--- src/rtl/cpu_check_monitor.sv ---
// Self-check monitor for the single-cycle cpu: detects halt (PC stable), then compares
// snooped register writes against expected values. Define MONITOR_WRCOUNT_EN for wr_count_o.
module cpu_check_monitor #(
  parameter int unsigned WIDTH   = 32,
  parameter int unsigned NCHECK  = 4,
  parameter int unsigned TIMEOUT = 2000,
  parameter int unsigned STABLE  = 3
) (
  input  logic                    clk_i,
  input  logic                    reset_i,
  input  logic                    start_i,
  input  logic [WIDTH-1:0]        pc_i,
  input  logic                    rf_we_i,
  input  logic [4:0]              rf_waddr_i,
  input  logic [WIDTH-1:0]        rf_wdata_i,
  input  logic [NCHECK*5-1:0]     exp_addr_i,
  input  logic [NCHECK*WIDTH-1:0] exp_data_i,
  output logic                    busy_o,
  output logic                    done_o,
  output logic                    passed_o,
  output logic                    timeout_o,
  output logic [NCHECK-1:0]       fail_mask_o,
  output logic [15:0]             cycle_count_o,
  output logic [15:0]             wr_count_o
);

  localparam int unsigned CW = 16;
  localparam int unsigned SW = $clog2(STABLE + 1);
  localparam logic [CW-1:0] CNT_MAX  = '1;
  localparam logic [CW-1:0] TO_LAST  = CW'(TIMEOUT - 1);
  localparam logic [SW-1:0] STABLE_N = SW'(STABLE);

  typedef enum logic [1:0] {
    S_IDLE  = 2'd0,
    S_RUN   = 2'd1,
    S_CHECK = 2'd2,
    S_DONE  = 2'd3
  } state_e;

  state_e            state_q;
  logic [4:0]        exp_addr_q [NCHECK];
  logic [WIDTH-1:0]  exp_data_q [NCHECK];
  logic [WIDTH-1:0]  shadow_q   [NCHECK];
  logic [WIDTH-1:0]  pc_prev_q;
  logic              pc_prev_vld_q;
  logic [SW-1:0]     stable_q;
  logic [CW-1:0]     cycle_q;
  logic              busy_q;
  logic              done_q;
  logic              passed_q;
  logic              timeout_q;
  logic [NCHECK-1:0] fail_mask_q;

  logic              start_c;
  logic              pc_same_c;
  logic              halt_c;
  logic              timeout_c;
  logic [SW-1:0]     stable_d;
  logic [NCHECK-1:0] hit_c;
  logic [NCHECK-1:0] mismatch_c;

  // Per-cycle decode: start acceptance, halt/timeout detection, slot matches
  always_comb begin
    start_c    = start_i && ((state_q == S_IDLE) || (state_q == S_DONE));
    pc_same_c  = pc_prev_vld_q && (pc_i == pc_prev_q);
    stable_d   = pc_same_c ? (stable_q + SW'(1)) : '0;
    halt_c     = (state_q == S_RUN) && pc_same_c && (stable_d == STABLE_N);
    timeout_c  = (state_q == S_RUN) && !halt_c && (cycle_q == TO_LAST);
    hit_c      = '0;
    mismatch_c = '0;
    for (int i = 0; i < int'(NCHECK); i++) begin
      hit_c[i]      = rf_we_i && (rf_waddr_i != 5'd0) && (rf_waddr_i == exp_addr_q[i]);
      mismatch_c[i] = (shadow_q[i] != exp_data_q[i]);
    end
  end

  // Main FSM with registered results
  always_ff @(posedge clk_i) begin
    if (reset_i) begin
      state_q       <= S_IDLE;
      pc_prev_q     <= '0;
      pc_prev_vld_q <= 1'b0;
      stable_q      <= '0;
      cycle_q       <= '0;
      busy_q        <= 1'b0;
      done_q        <= 1'b0;
      passed_q      <= 1'b0;
      timeout_q     <= 1'b0;
      fail_mask_q   <= '0;
      for (int i = 0; i < int'(NCHECK); i++) begin
        exp_addr_q[i] <= '0;
        exp_data_q[i] <= '0;
        shadow_q[i]   <= '0;
      end
    end else begin
      case (state_q)
        S_IDLE, S_DONE: begin
          if (start_c) begin
            state_q       <= S_RUN;
            pc_prev_vld_q <= 1'b0;
            stable_q      <= '0;
            cycle_q       <= '0;
            busy_q        <= 1'b1;
            done_q        <= 1'b0;
            passed_q      <= 1'b0;
            timeout_q     <= 1'b0;
            fail_mask_q   <= '0;
            for (int i = 0; i < int'(NCHECK); i++) begin
              exp_addr_q[i] <= exp_addr_i[5*i +: 5];
              exp_data_q[i] <= exp_data_i[WIDTH*i +: WIDTH];
              shadow_q[i]   <= '0;
            end
          end
        end

        S_RUN: begin
          pc_prev_q     <= pc_i;
          pc_prev_vld_q <= 1'b1;
          stable_q      <= stable_d;
          for (int i = 0; i < int'(NCHECK); i++) begin
            if (hit_c[i]) shadow_q[i] <= rf_wdata_i;
          end
          if (halt_c) begin
            state_q <= S_CHECK;
          end else if (timeout_c) begin
            state_q     <= S_DONE;
            busy_q      <= 1'b0;
            done_q      <= 1'b1;
            timeout_q   <= 1'b1;
            passed_q    <= 1'b0;
            fail_mask_q <= '1;
          end else if (cycle_q != CNT_MAX) begin
            // Only cycles that stay in RUN are counted, so the count freezes on exit
            cycle_q <= cycle_q + CW'(1);
          end
        end

        S_CHECK: begin
          state_q     <= S_DONE;
          busy_q      <= 1'b0;
          done_q      <= 1'b1;
          fail_mask_q <= mismatch_c;
          passed_q    <= (mismatch_c == '0);
        end

        default: state_q <= S_IDLE;
      endcase
    end
  end

`ifdef MONITOR_WRCOUNT_EN
  logic [CW-1:0] wr_q;

  // Counts non-zero-address writes seen while running
  always_ff @(posedge clk_i) begin
    if (reset_i) begin
      wr_q <= '0;
    end else if (start_c) begin
      wr_q <= '0;
    end else if ((state_q == S_RUN) && rf_we_i && (rf_waddr_i != 5'd0) && (wr_q != CNT_MAX)) begin
      wr_q <= wr_q + CW'(1);
    end
  end

  assign wr_count_o = wr_q;
`else
  assign wr_count_o = '0;
`endif

  assign busy_o        = busy_q;
  assign done_o        = done_q;
  assign passed_o      = passed_q;
  assign timeout_o     = timeout_q;
  assign fail_mask_o   = fail_mask_q;
  assign cycle_count_o = cycle_q;

endmodule

--- config.mk ---
export PLATFORM = sky130hd
export DESIGN_NAME = cpu_check_monitor
export DESIGN_NICKNAME = d
export VERILOG_FILES = /design/src/rtl/cpu_check_monitor.sv
export SDC_FILE = /design/constraint.sdc
export NUM_CORES = 1
export LEC_CHECK = 0
export CAP_MARGIN = 5
export CELL_PAD_IN_SITES_DETAIL_PLACEMENT = 1
export CELL_PAD_IN_SITES_GLOBAL_PLACEMENT = 2
export CORE_UTILIZATION = 36
export DETAILED_ROUTE_END_ITERATION = 12
export PLACE_DENSITY_LB_ADDON = 0.3
export RECOVER_POWER = 25
export SKIP_CTS_REPAIR_TIMING = 1
export SLEW_MARGIN = 30
export SYNTH_ARGS = -nofsm -noshare
export SYNTH_HDL_FRONTEND = slang
export SYNTH_SLANG_ARGS = --single-unit
export TNS_END_PERCENT = 20
--- constraint.sdc ---
create_clock -name clk_i -period 5.2 [get_ports clk_i]
set_input_delay 1.04 -clock clk_i [delete_from_list [all_inputs] [get_ports clk_i]]
set_output_delay 1.04 -clock clk_i [all_outputs]
set_load 0.02 [all_outputs]
Word-level counts from Yosys, hierarchy flattened:

Memory sizes are Yosys's and may differ from the RTL's.
Index checks and enable logic that the tools add are counted.
W data, S select, Z words.

* reductions and logical operators: 23
* bitwise logic cells: 16
* equality and inequality tests: 21
* multiplexer cells: 65
* add/subtract/negate cells: 2

Operators by type and width (number)
* $mux W32: 12
* $ne A32 B32 Y1: 4
* $mux W16: 4
* $eq A32 B32 Y1: 1
* $pmux W16 S2: 1
* $mux W1: 28
* $eq A5 B5 Y1: 4
* $mux W5: 4
* $add A16 B1 Y16 const B: 1
* $eq A16 B11 Y1 const B: 1
* $ne A16 B16 Y1 const B: 1
* $or A1 B1 Y1: 16
* $mux W4: 3
* $pmux W4 S3: 1
* $logic_and A1 B1 Y1: 11
* $mux W2: 5
* $pmux W1 S3: 3
* $ne A2 B2 Y1 const B: 4
* $eq A2 B2 Y1 const B: 3
* $pmux W2 S3: 1
* $reduce_and A5 Y1: 1
* $reduce_bool A5 Y1: 1
* $logic_not A4 Y1: 1
* $pmux W1 S2: 2
* other kinds (13): 14

* memory bits (writable): 276
* memories kept: 3
* output and inout bits: 40
* logic and storage cells: 140
* flip-flop bits (word level): 61
* input port bits: 221

Memory list
* exp_data_q: words 4, width 32, read ports 4, clocked after memory_dff 0, wr ports 4, line 42 `logic [WIDTH-1:0] exp_data_q [NCHECK];`
* shadow_q: words 4, width 32, read ports 4, clocked after memory_dff 0, wr ports 4, line 43 `logic [WIDTH-1:0] shadow_q [NCHECK];`
* exp_addr_q: words 4, width 5, read ports 4, clocked after memory_dff 0, wr ports 4, line 41 `logic [4:0] exp_addr_q [NCHECK];`

Depth between registers and ports, before layout:

* depth in word-level cells: 11
* gate-level depth with buffers: 11
* gate-level depth less buffers: 8

Worst setup path before layout:

No wires, ideal clock.

* kind: input port to flip-flop
* from: in start_i
* to: mem shadow_q[2][10]
* path buffers: 1
* stages: 5
* setup slack: 0.550 ns
* arrival: 4.534 ns
* cell sequence: a21oi_1 > inv_1 > a31oi_4 > buf_2 > a22o_1

RTL lines
* from (decl): line 11 `input logic start_i,`
* to (decl): line 43

==> results.toml <==
[floorplan]
initial_core_util_pct = 36.4
coreArea_um2 = 40700
fp.dieH_um = 205
io_pins = 261
die_w_um = 205
fp-row-count = 74
floorplan.die_area_um2 = 42000

[setup_path]
end_kind = "flip-flop"
ff2ff_setup_slack_ns = 1.35
crit_arrival_ns = 4.38
cp_slowest_cell = "nor2_1"
r2r_start = "state_q[0]$_SDFFE_PP0P_"
path_cells = "dlygate4sd3_1 -> nand2_1 -> nor2_1 -> clkbuf_1 -> and2_1"
critPathLaunchType = "primary input"
path_buf_inv = 2
cpPeakStageDelay_ns = 1.38
crit_family = "simple AND/OR/NAND/NOR gates"
cp_max_fo = 28
crit_type = "primary input to flip-flop"
rr_worst_depth = 6
cp.required_ns = 5.57
r2r_end = "exp_data_q[3][4]$_SDFFCE_PN0P_"

[logic_synthesis]
synth_top_area_share_pct = 49.4
ys.warnings.count = 0
synth_cells = 1152
avgSynthCellArea_um2 = 12.9
async_flop_share_pct = 0
yosys-top-cells-area = "edfxtp_1 (49%), dfxtp_1 (13%), and2_1 (10%), xor2_1 (7.2%), xnor2_1 (3.4%)"
synth_cell_types = 52
synth_edf_count = 244
synth_area_um2 = 14800
ys_ff_latch = 337
synth_top_area_cell = "edfxtp_1"
ys_seq_area_share_pct = 61.9
synth_ff_type = "edfxtp_1"

[final_layout]
fillers = 4193
nNetsFinal = 1616
final_area_um2 = 19000
multi_input_area_um2 = 5280
seq_area_um2 = 9190
area_delta_synth_final_pct = 28.2
drive_gt1_share_pct = 6.32

[timing]
post-route-period-util_pct = 77.2
max-slew-margin-rel_pct = -21.0
drv_slew = 28
period_minus_slack_ns = 4.01
tns_ns = 0
max_freq_ghz = 0.249
finClkSkew_ns = 0.0203
hold_viol = 0
tightest_slew_ns = 1.81
rsz0062_at_grt = "no"
setup_viol = 0

[place]
place_hpwl_um = 28700
dpl_cell_area_um2 = 17800
portBuffers = 244
place_congestion = 0.777

[routing]
drt_iter0_drc = 515
viasPerCell = 4.88
ant_nets = 0
vias = 9555
routed_wl_um = 40600
dr.pass1.iters = 5
drc_errors = 0
wl_per_cell_um = 20.7

[cts]
h-tree-depth = 2
cts_tree = "built"
cts-buffers-inserted = 39
cts.sinks = 337
cts-root-buf = "clkbuf_16"
clockBufferDepth = 3
path_clk_slew_ns = 0.06
clock_latency_ns = 0.54

[hold_path]
hold_start = "fail_mask_o[2]$_SDFFE_PP0P_"
hold_depth = 2
hold_end = "fail_mask_o[2]$_SDFFE_PP0P_"
min_path_type = "flip-flop to flip-flop"

[outcome]
failed_checks = "max-capacitance violations, max-slew violations"
status = "finished with violations"

[job]
cap_violations = 1

[global_routing]
grt_pass1_vias = 9899
grt_antenna_before_repair = 1
overflow = 0
grt_max_degree = 100
grt_pass1_wl_um = 60100
track_usage_pct = 19.4

[power]
p_leak_uw = 0.00727
ir_drop_mv = 0.211
power.density_nw_per_um2 = 436
## routing by layer
metal,GRT usage (%),share of wire (%)
met5,0,0.032
met4,8.07,3.6
met3,3.32,5.0
met2,32.5,48
met1,24.8,43
## worst max-delay path by stage
| stage | start | end | slack, ns | cells after the start |
|---|---|---|---|---|
| finish | start_i | exp_data_q[3][4]$_SDFFCE_PN0P_ | 1.19 | 5 |
| global route | start_i | exp_data_q[3][4]$_SDFFCE_PN0P_ | 0.88 | 5 |
| CTS | start_i | shadow_q[2][11]$_SDFFE_PP0P_ | 1.87 | 5 |
| detailed placement | start_i | shadow_q[2][21]$_SDFFE_PP0P_ | 1.30 | 5 |
| global placement | rf_we_i | shadow_q[0][17]$_SDFFCE_PN0P_ | 1.33 | 7 |
| floorplan | start_i | shadow_q[2][10]$_SDFFE_PP0P_ | 0.55 | 5 |
## worst reg2reg max path, delay by kind of cell (launching register included)
kind,cells,cell delay [ns]
adders and majority gates,1,0.52
and+or+nand+nor,3,1.95
DFF,1,0.34
buffers and inverters,2,0.88
## flip-flops by register name (all words and copies together), names as in the netlist
register / cells
exp_data_q: 128
shadow_q: 128
pc_prev_q: 32
exp_addr_q: 20
cycle_count_o: 16
fail_mask_o: 4
stable_q: 2
state_q: 2
busy_o: 1
done_o: 1
passed_o: 1
pc_prev_vld_q: 1
timeout_o: 1
## layout make-up
| cell class | instances | area share, % |
|---|---|---|
| timing repair buffer | 259 | 13.6 |
| tap | 532 | 3.50 |
| antenna | 1 | 0.0132 |
| multi-input combinational | 746 | 27.8 |
| clock buffer | 49 | 5.71 |
| inverter | 9 | 0.204 |
| sequential | 337 | 48.3 |
| clock inverter | 23 | 0.954 |
## synth_stat cells, types with 7 or more instances
| library cell | number |
|---|---|
| and2_1 | 244 |
| edfxtp_1 | 244 |
| xor2_1 | 122 |
| dfxtp_1 | 93 |
| xnor2_1 | 57 |
| nor2_1 | 38 |
| nor4_1 | 36 |
| clkbuf_1 | 34 |
| mux2i_1 | 33 |
| a22o_1 | 32 |
| a21oi_1 | 24 |
| nand4_1 | 23 |
| buf_4 | 18 |
| o31ai_1 | 17 |
| or4_1 | 17 |
| nand3_1 | 16 |
| buf_2 | 11 |
| nand2_1 | 10 |
| inv_1 | 9 |
| o21ai_0 | 7 |
## layout by cell type, fill, tap and decap left out, types with 17 or more instances in the layout
master,Yosys,routed
dlygate4sd3_1,0,21
a21oi_1,24,24
xnor2_1,57,57
nand4_1,23,23
xor2_1,122,122
mux2i_1,33,33
dfxtp_1,93,93
nor2_1,38,37
o31ai_1,17,17
nor4_1,36,33
or4_1,17,17
clkbuf_16,0,41
and2_0,0,35
and2_1,244,209
a22o_1,32,32
edfxtp_1,244,244
clkdlybuf4s50_1,0,222
## metrics by stage
step                hold WS, ns  cells  worst slack, ns  utilization [%]  power, uW
floorplan                 0.460   1167            0.550                -       5030
global placement          0.475   1882             1.33             43.6       5610
detailed placement        0.489   1882             1.30             43.6       5680
CTS                       0.501   1954             1.87             46.7       8430
global route              0.518   1955            0.884             46.7       8700
finish                    0.499   1956             1.19             46.7       8300
## logic make-up after synthesis
logic type | after synthesis | synth area share (%)
xor+xnor | 179 | 10.6
fa+ha+maj | 3 | 0.253
mux | 33 | 2.23
other cells | 1 | 0.0253
simple gates | 413 | 16.9
flops | 337 | 61.9
buf+inv | 84 | 3.00
compound gates | 102 | 5.17
## power by group
part | total, uW | internal, uW | switching [uW]
combinational | 1650 | 714 | 934
clock | 2720 | 1590 | 1130
sequential | 3940 | 3620 | 321
total | 8300 | 5920 | 2390
(Power assumes the default switching activity.)
